File: config.mk
export PLATFORM = sky130hd
export DESIGN_NAME = seven_seg_scanner_flat
export DESIGN_NICKNAME = d
export VERILOG_FILES = /design/src/rtl/seven_seg_scanner_if.sv /design/src/rtl/seven_seg_scanner.sv /design/src/flat_wrapper.sv
export SDC_FILE = /design/constraint.sdc
export NUM_CORES = 1
export LEC_CHECK = 0
export ABC_AREA = 0
export BUFFER_PORTS_ARGS = -buffer_cell sky130_fd_sc_hd__buf_4
export CORE_MARGIN = 8
export CORE_UTILIZATION = 42
export CTS_CLUSTER_SIZE = 14
export DETAILED_ROUTE_END_ITERATION = 12
export PLACE_DENSITY = 0.65
export RECOVER_POWER = 100
export SETUP_SLACK_MARGIN = 0.4
export SYNTH_ARGS = -nofsm -noshare
export SYNTH_HDL_FRONTEND = slang
export SYNTH_SLANG_ARGS = --single-unit
File: constraint.sdc
create_clock -name clk -period 6.3 [get_ports clk]
set_input_delay 1.89 -clock clk [delete_from_list [all_inputs] [get_ports clk]]
set_output_delay 1.89 -clock clk [all_outputs]
set_load 0.01 [all_outputs]
File: src/rtl/seven_seg_scanner_if.sv
// seven_seg_scanner_if: digit/enable inputs and display pin outputs of the
// four-digit seven-segment scanner. master = digit source, slave = scanner.
interface seven_seg_scanner_if;
  logic       en;
  logic [3:0] bcd_digit0;
  logic [3:0] bcd_digit1;
  logic [3:0] bcd_digit2;
  logic [3:0] bcd_digit3;
  logic [3:0] dp_in;
  logic [3:0] an;
  logic [6:0] seg;
  logic       dp;

  modport master (
    output en, bcd_digit0, bcd_digit1, bcd_digit2, bcd_digit3, dp_in,
    input  an, seg, dp
  );

  modport slave (
    input  en, bcd_digit0, bcd_digit1, bcd_digit2, bcd_digit3, dp_in,
    output an, seg, dp
  );
endinterface

File: src/rtl/seven_seg_scanner.sv
// seven_seg_scanner: time-multiplexed common-anode 4-digit display driver.
// A prescaler paces digit slots, a 2-bit selector rotates through digits,
// the digits are snapshotted once per frame so a frame never tears, and the
// selected digit is decoded into registered active-low pin outputs.
// Optional macro LEADING_ZERO_BLANK_EN blanks leading zero digits (digit0
// is always shown); without it every digit is displayed.
module seven_seg_scanner #(
  parameter int REFRESH_DIV = 100000,
  parameter int CNT_W       = 17
) (
  input  logic                clk,
  input  logic                rst,
  seven_seg_scanner_if.slave  bus
);

  localparam logic [CNT_W-1:0] CNT_LAST = CNT_W'(REFRESH_DIV - 1);

  logic [CNT_W-1:0] cnt;
  logic [1:0]       sel;
  logic [3:0]       shadow_digit [4];
  logic [3:0]       shadow_dp;
  logic             tick;

  logic [3:0]       cur_digit;
  logic             blank;
  logic [3:0]       an_next;
  logic [6:0]       seg_next;
  logic             dp_next;

  // Active-low {g,f,e,d,c,b,a}; anything outside 0..9 becomes a dash.
  function automatic logic [6:0] decode(input logic [3:0] d);
    case (d)
      4'd0:    decode = 7'b1000000;
      4'd1:    decode = 7'b1111001;
      4'd2:    decode = 7'b0100100;
      4'd3:    decode = 7'b0110000;
      4'd4:    decode = 7'b0011001;
      4'd5:    decode = 7'b0010010;
      4'd6:    decode = 7'b0000010;
      4'd7:    decode = 7'b1111000;
      4'd8:    decode = 7'b0000000;
      4'd9:    decode = 7'b0010000;
      default: decode = 7'b0111111;
    endcase
  endfunction

  assign tick = (cnt == CNT_LAST);

  // Prescaler: one tick every REFRESH_DIV clocks.
  always_ff @(posedge clk) begin
    if (!rst) begin
      cnt <= '0;
    end else if (tick) begin
      cnt <= '0;
    end else begin
      cnt <= cnt + CNT_W'(1);
    end
  end

  // Digit selector: advance one slot per tick, wrapping 3 -> 0 naturally.
  always_ff @(posedge clk) begin
    if (!rst) begin
      sel <= 2'd0;
    end else if (tick) begin
      sel <= sel + 2'd1;
    end
  end

  // Frame snapshot: latch all digits and dp requests as the scan wraps to 0.
  always_ff @(posedge clk) begin
    if (!rst) begin
      shadow_digit[0] <= 4'd0;
      shadow_digit[1] <= 4'd0;
      shadow_digit[2] <= 4'd0;
      shadow_digit[3] <= 4'd0;
      shadow_dp       <= 4'd0;
    end else if (tick && sel == 2'd3) begin
      shadow_digit[0] <= bus.bcd_digit0;
      shadow_digit[1] <= bus.bcd_digit1;
      shadow_digit[2] <= bus.bcd_digit2;
      shadow_digit[3] <= bus.bcd_digit3;
      shadow_dp       <= bus.dp_in;
    end
  end

  assign cur_digit = shadow_digit[sel];

`ifdef LEADING_ZERO_BLANK_EN
  // Leading-zero detect: a slot is blank when it and every higher digit are 0.
  always_comb begin
    blank = 1'b0;
    case (sel)
      2'd3:    blank = (shadow_digit[3] == 4'd0);
      2'd2:    blank = (shadow_digit[3] == 4'd0) && (shadow_digit[2] == 4'd0);
      2'd1:    blank = (shadow_digit[3] == 4'd0) && (shadow_digit[2] == 4'd0) &&
                       (shadow_digit[1] == 4'd0);
      default: blank = 1'b0;
    endcase
  end
`else
  assign blank = 1'b0;
`endif

  // Pin values for the current slot; disabled or blanked slots are dark.
  always_comb begin
    an_next  = 4'b1111;
    seg_next = 7'b1111111;
    dp_next  = 1'b1;
    if (bus.en && !blank) begin
      an_next  = ~(4'b0001 << sel);
      seg_next = decode(cur_digit);
      dp_next  = ~shadow_dp[sel];
    end
  end

  // Output register: pins update one clock after sel.
  always_ff @(posedge clk) begin
    if (!rst) begin
      bus.an  <= 4'b1111;
      bus.seg <= 7'b1111111;
      bus.dp  <= 1'b1;
    end else begin
      bus.an  <= an_next;
      bus.seg <= seg_next;
      bus.dp  <= dp_next;
    end
  end

endmodule

File: src/flat_wrapper.sv
// flat-port wrapper written by rule: the top's interface ports become plain ports
module seven_seg_scanner_flat 
#(
  parameter int REFRESH_DIV = 100000,
  parameter int CNT_W       = 17
)
  (clk, rst, bus_en, bus_bcd_digit0, bus_bcd_digit1, bus_bcd_digit2, bus_bcd_digit3, bus_dp_in, bus_an, bus_seg, bus_dp);
  seven_seg_scanner_if bus_i ();
  input  logic clk;
  input  logic rst;
  input wire logic [$bits(bus_i.en)-1:0] bus_en;
  input wire logic [$bits(bus_i.bcd_digit0)-1:0] bus_bcd_digit0;
  input wire logic [$bits(bus_i.bcd_digit1)-1:0] bus_bcd_digit1;
  input wire logic [$bits(bus_i.bcd_digit2)-1:0] bus_bcd_digit2;
  input wire logic [$bits(bus_i.bcd_digit3)-1:0] bus_bcd_digit3;
  input wire logic [$bits(bus_i.dp_in)-1:0] bus_dp_in;
  output wire logic [$bits(bus_i.an)-1:0] bus_an;
  output wire logic [$bits(bus_i.seg)-1:0] bus_seg;
  output wire logic [$bits(bus_i.dp)-1:0] bus_dp;
  assign bus_i.en = bus_en;
  assign bus_i.bcd_digit0 = bus_bcd_digit0;
  assign bus_i.bcd_digit1 = bus_bcd_digit1;
  assign bus_i.bcd_digit2 = bus_bcd_digit2;
  assign bus_i.bcd_digit3 = bus_bcd_digit3;
  assign bus_i.dp_in = bus_dp_in;
  assign bus_an = bus_i.an;
  assign bus_seg = bus_i.seg;
  assign bus_dp = bus_i.dp;
  seven_seg_scanner #(.REFRESH_DIV(REFRESH_DIV), .CNT_W(CNT_W)) u_core (.clk(clk), .rst(rst), .bus(bus_i));
endmodule
==> results.py, run 1 <==
metrics = {
    "sta": {
        "maxSlewViolCount": 0,
        "worst_pin_slew_ns": 1.13,
        "tns_ns": 0,
        "setup_viol_count_final": 0,
        "fin_crit_sh_pct": 54.5,
        "final_hold_viol_count": 0,
        "fin_ws_ns": 2.87,
        "period_minus_slack_ns": 3.43,
        "fmax_mhz": 291,
        "relSlewSlack_pct": 24.1,
        "rsz0062_at_grt": "false",
        "fin_skew_ns": 0.00417,
    },
    "global_route": {
        "grtUsageMet3_pct": 3.82,
        "first_global_vias": 1487,
        "grt_overflow": 0,
        "grt_usage_pct": 9.86,
        "gr-usage-met2_pct": 15.8,
        "antenna_found_initial": 0,
        "gr-max-usage-layer": "met2",
        "met1_usage_pct": 11.0,
        "grt_max_degree": 18,
        "grt_pass1_wl_um": 6600,
    },
    "detailed_routing": {
        "wire_per_inst_um": 12.1,
        "post_drt_via_cell_ratio": 4.74,
        "drc": 0,
        "initialDrtViolationCount": 55,
        "num_vias": 1504,
        "first_pass_iters": 4,
        "ant_nets": 0,
        "routed_wirelength_um": 3830,
    },
    "synth": {
        "synth_cells": 208,
        "synth_ff_type": "dfxtp_1",
        "syn_nets": 241,
        "postSynthAreaPerCell_um2": 11.2,
        "yosysSeqAreaShare_pct": 52.5,
        "synth_seq_cells": 53,
        "synth_top_area_share_pct": 31.9,
        "synthesis.area_mm2": 0.00232,
        "yosys-top-cells-count": "37 x dfxtp_1, 23 x nand2_1, 19 x and2_1",
        "ys_top_cells_by_area": "dfxtp_1 32%, edfxtp_1 21%, ha_1 5.4%, and2_1 5.1%, nand2_1 3.7%",
        "ys_async_sr_fraction_pct": 0,
        "synth_most_common_cell": "dfxtp_1",
        "synth_edf_count": 16,
        "synthDistinctLibCells": 38,
        "yosysTopAreaCell": "dfxtp_1",
        "yosys_warnings": 0,
    },
    "cells_and_area": {
        "stdcell_count": 317,
        "nets": 277,
        "fin_util_pct": 49.5,
        "stdcell_area_mm2": 0.00269,
        "syn2layout_area_growth_pct": 15.8,
        "layout-drive-gt1-share_pct": 16.3,
        "n_antenna_cell": 0,
    },
    "job": {
        "max_cap_viol_count": 0,
    },
    "placed_design": {
        "io_buffers": 34,
        "dp_hpwl_um": 2880,
        "pre_cts_ws_ns": 3.37,
        "place_congestion": 0.752,
        "dpl_cell_area_mm2": 0.00264,
        "dpl.cell_count": 309,
    },
    "clock_tree": {
        "cts_setup_buffers": 0,
        "cts-hold-fix-buffers": 0,
        "numCtsBuffers": 5,
        "cts_max_level": 2,
        "cts_tree": "built",
        "clk_latency_ns": 0.30,
        "cts.clk_slew.worst_paths_ns": 0.09,
        "cts.sinks": 53,
        "post_cts_resized": 0,
        "clockBufferDepth": 2,
        "cts-root-buf": "clkbuf_8",
    },
    "hold_path": {
        "worst_hold_path_type": "flop to flop",
    },
    "floorplan": {
        "die_area_mm2": 0.00817,
        "die_x_um": 90.4,
        "fp.dieH_um": 90.4,
        "core_mm2": 0.00544,
        "start_util_pct": 42.7,
        "ios": 35,
        "row_count": 27,
    },
    "worst_setup_path": {
        "cp-end-kind": "flop",
        "crit_type": "primary input to flop",
        "startpoint_type": "primary input",
        "crit_fanout": 16,
        "crit_arrival_ns": 3.61,
        "worst_ep_required_time_ns": 6.47,
    },
    "pwr": {
        "leakage_uw": 0.00101,
        "powerDensity_mw_per_mm2": 232,
        "ir_drop_mv": 0.114,
    },
    "status": {
        "status": "finished clean",
    },
}
registers in the layout, summed over array words and instances, names as in the netlist, named ones only:
register             flops
u_core.cnt              17
u_core.shadow_digit     16
u_core.bus.seg           7
u_core.bus.an            4
u_core.shadow_dp         4
u_core.sel               2
u_core.bus.dp            1
logic make-up after synthesis:
| family | share of synthesized area, % |
|---|---|
| fa+ha+maj | 5.38 |
| xor+xnor | 4.52 |
| simple gates | 21.6 |
| buf+inv | 3.01 |
| compound gates | 4.14 |
| mux | 8.83 |
| flops | 52.5 |
worst paths after layout:
kind | startpoint | to | slack (ns) | depth (start not counted)
worst max-delay path | rst | u_core.shadow_digit[2][1]$_SDFFCE_PN0P_ | 2.87 | 4
worst min-delay path | u_core.shadow_dp[1]$_SDFFE_PN0P_ | u_core.shadow_dp[1]$_SDFFE_PN0P_ | 0.46 | 2
worst max register to register | u_core.cnt[0]$_SDFF_PP0_ | u_core.shadow_digit[2][1]$_SDFFCE_PN0P_ | 3.80 | 5
worst min register to register | u_core.shadow_dp[1]$_SDFFE_PN0P_ | u_core.shadow_dp[1]$_SDFFE_PN0P_ | 0.46 | 2
layout make-up:
class | count | area (µm²)
fillers | 510 | 2750
clock inverters | 3 | 46.3
multi-input cells | 140 | 1020
repair buffers | 35 | 210
flip-flops and latches | 53 | 1220
inverters | 9 | 33.8
clock buffers | 5 | 68.8
well taps | 72 | 90.1
metal layers:
| metal | wire, µm | vias up | part of all wire, % |
|---|---|---|---|
| met2 | 1800 | 28 | 47 |
| met3 | 193 | 7 | 5.0 |
| li1 | - | 788 | - |
| met1 | 1750 | 681 | 46 |
| met4 | 85 | 0 | 2.2 |
| met5 | 0 | - | 0 |
cells in the final DEF (no fill, tap or decap), types with 6 or more instances in the layout:
cell / Yosys / routed
xor2_1: 7 / 7
ha_1: 10 / 10
o21ai_0: 8 / 8
nor2_1: 18 / 18
inv_1: 9 / 9
edfxtp_1: 16 / 16
and2_0: 0 / 17
a21oi_1: 6 / 6
buf_4: 1 / 21
mux2i_1: 7 / 7
nand2_1: 23 / 23
dfxtp_1: 37 / 37
clkbuf_1: 2 / 14
per-stage QoR:
step           hold slack, ns  total power [µW]
6_report                0.465               623
5_1_grt                 0.501               652
4_1_cts                 0.467               636
3_5_place_dp            0.451               405
3_3_place_gp            0.445               404
2_1_floorplan           0.430               387
worst max-delay path: stages:
cell	delay (ns)
clkbuf_1	0.37
inv_1	0.18
nor3_1	0.93
and2_0	0.23
power breakdown:
part           switching, µW  internal, µW
clock                    111           119
combinational           15.9          15.7
sequential              3.15           358
total                    130           493
No activity file was read; power rests on OpenSTA's default activity.
==> run 2: changes to the inputs <==
==> constraint.sdc (replaced) <==
create_clock -name clk -period 3.5 [get_ports clk]
set_input_delay 1.05 -clock clk [delete_from_list [all_inputs] [get_ports clk]]
set_output_delay 1.05 -clock clk [all_outputs]
set_load 0.01 [all_outputs]
==> results.py, run 2 (synthesis gave the netlist of run 1 again) <==
metrics = {
    "global_route": {
        "grt_usage_pct": 9.41,
        "antenna_found_initial": 0,
        "grt_overflow": 0,
        "grt_pass1_wl_um": 6380,
        "grt_max_degree": 17,
        "first_global_vias": 1440,
    },
    "placed_design": {
        "dp_hpwl_um": 2870,
        "place_congestion": 0.749,
        "pre_cts_ws_ns": 1.40,
        "io_buffers": 34,
    },
    "worst_setup_path": {
        "cp-end-kind": "flop",
        "max_stage_delay_ns": 0.41,
        "worst_ep_required_time_ns": 3.50,
        "path_buf_inv": 1,
        "startpoint_type": "flop",
        "crit_arrival_ns": 2.24,
        "cp_cell_sequence": "ha_1, and4_1, nand4_1, o21ai_0, buf_4",
        "slowest_stage": "nand4_1",
        "crit_fanout": 16,
        "crit_type": "flop to flop",
        "crit_family": "simple AND/OR/NAND/NOR gates",
    },
    "cells_and_area": {
        "largest_reg_flops": 17,
        "nets": 277,
        "n_antenna_cell": 0,
        "final_common_cell": "dfxtp_1",
        "fillCellCount": 507,
        "layout-drive-gt1-share_pct": 15.5,
        "syn2layout_area_growth_pct": 14.4,
        "reg.largest.list": "u_core.cnt: 17 flops, u_core.shadow_digit: 16 flops, u_core.bus.seg: 7 flops",
        "regMostFlops": "u_core.cnt",
        "most-common-layout-cells": "37 x dfxtp_1, 23 x nand2_1, 22 x buf_4",
    },
    "sta": {
        "fin_ws_ns": 1.26,
        "fin_crit_sh_pct": 63.9,
        "rsz0062_at_grt": "false",
        "period_minus_slack_ns": 2.24,
        "maxSlewViolCount": 0,
        "tns_ns": 0,
        "fmax_mhz": 447,
        "fin_skew_ns": 0.00926,
        "setup_viol_count_final": 0,
        "final_hold_viol_count": 0,
        "relSlewSlack_pct": 65.6,
        "worst_pin_slew_ns": 0.515,
    },
    "floorplan": {
        "row_count": 27,
        "ios": 35,
        "die_area_mm2": 0.00817,
        "die_x_um": 90.4,
        "fp.dieH_um": 90.4,
        "start_util_pct": 42.7,
        "core_mm2": 0.00544,
    },
    "clock_tree": {
        "numCtsBuffers": 5,
        "cts-hold-fix-buffers": 0,
        "cts_tree": "built",
        "cts_max_level": 2,
        "post_cts_resized": 0,
        "cts-root-buf": "clkbuf_8",
        "cts_setup_buffers": 0,
        "clk_latency_ns": 0.30,
        "clockBufferDepth": 2,
        "cts.sinks": 53,
        "cts.clk_slew.worst_paths_ns": 0.09,
    },
    "detailed_routing": {
        "wire_per_inst_um": 12.0,
        "post_drt_via_cell_ratio": 4.79,
        "first_pass_iters": 4,
        "drc": 0,
        "initialDrtViolationCount": 86,
        "num_vias": 1518,
        "ant_nets": 0,
        "routed_wirelength_um": 3810,
    },
    "status": {
        "status": "finished clean",
    },
    "pwr": {
        "ir_drop_mv": 0.188,
        "powerDensity_mw_per_mm2": 389,
        "leakage_uw": 0.000993,
    },
    "hold_path": {
        "worst_hold_path_type": "flop to flop",
    },
    "job": {
        "max_cap_viol_count": 0,
    },
}
## run 2: changes by cell type in the layout (fill, tap and decap cells not counted), sizes merged
cell / before / now
buf: 21 / 22
bufinv: 1 / 0
## run 2: path summary, 6_finish.rpt
path                            cells after the start                             start  slack (ns)                                      end
worst min-delay path                                2  u_core.shadow_dp[2]$_SDFFE_PN0P_        0.47         u_core.shadow_dp[2]$_SDFFE_PN0P_
worst max register to register                      5          u_core.cnt[0]$_SDFF_PP0_        1.26  u_core.shadow_digit[0][3]$_SDFFCE_PN0P_
worst min register to register                      2  u_core.shadow_dp[2]$_SDFFE_PN0P_        0.47         u_core.shadow_dp[2]$_SDFFE_PN0P_
worst max-delay path                                5          u_core.cnt[0]$_SDFF_PP0_        1.26  u_core.shadow_digit[0][3]$_SDFFCE_PN0P_
## run 2: area by class of cell
class	count	area (µm²)	area share [%]
clock buffers	6	72.6	2.73
clock inverters	2	11.3	0.424
inverters	9	33.8	1.27
multi-input cells	140	1020	38.2
flip-flops and latches	53	1220	45.9
well taps	72	90.1	3.39
repair buffers	35	214	8.05
## run 2: layer usage
layer / track usage [%] / routed length, µm / vias to the layer above
li1: - / - / 790
met1: 10.6 / 1770 / 695
met2: 15.6 / 1770 / 26
met3: 3.16 / 196 / 7
met4: 4.58 / 70 / 0
met5: 0 / 0 / -
## run 2: where the power goes
part           switching (µW)  internal [µW]  leakage, µW
clock                     186            139    0.0000388
sequential               5.96            645     0.000462
combinational            28.9           28.8     0.000491
total                     220            813     0.000993
## run 2: through the flow
| stage | util (%) | std cells | power [µW] | hold slack, ns | instance area [µm²] |
|---|---|---|---|---|---|
| after floorplan | - | 208 | 696 | 0.430 | 2320 |
| after global placement | 48.6 | 309 | 728 | 0.443 | 2640 |
| after detailed placement | 48.6 | 309 | 729 | 0.455 | 2640 |
| after CTS | 50.1 | 317 | 1050 | 0.468 | 2730 |
| after global routing | 48.9 | 317 | 1080 | 0.494 | 2660 |
| final | 48.9 | 317 | 1030 | 0.466 | 2660 |
## run 2: tightest hold or removal path, stage by stage, from the launching register on
cell and delay, ns:
dfxtp_1 0.32, nand2_1 0.05, mux2i_1 0.05
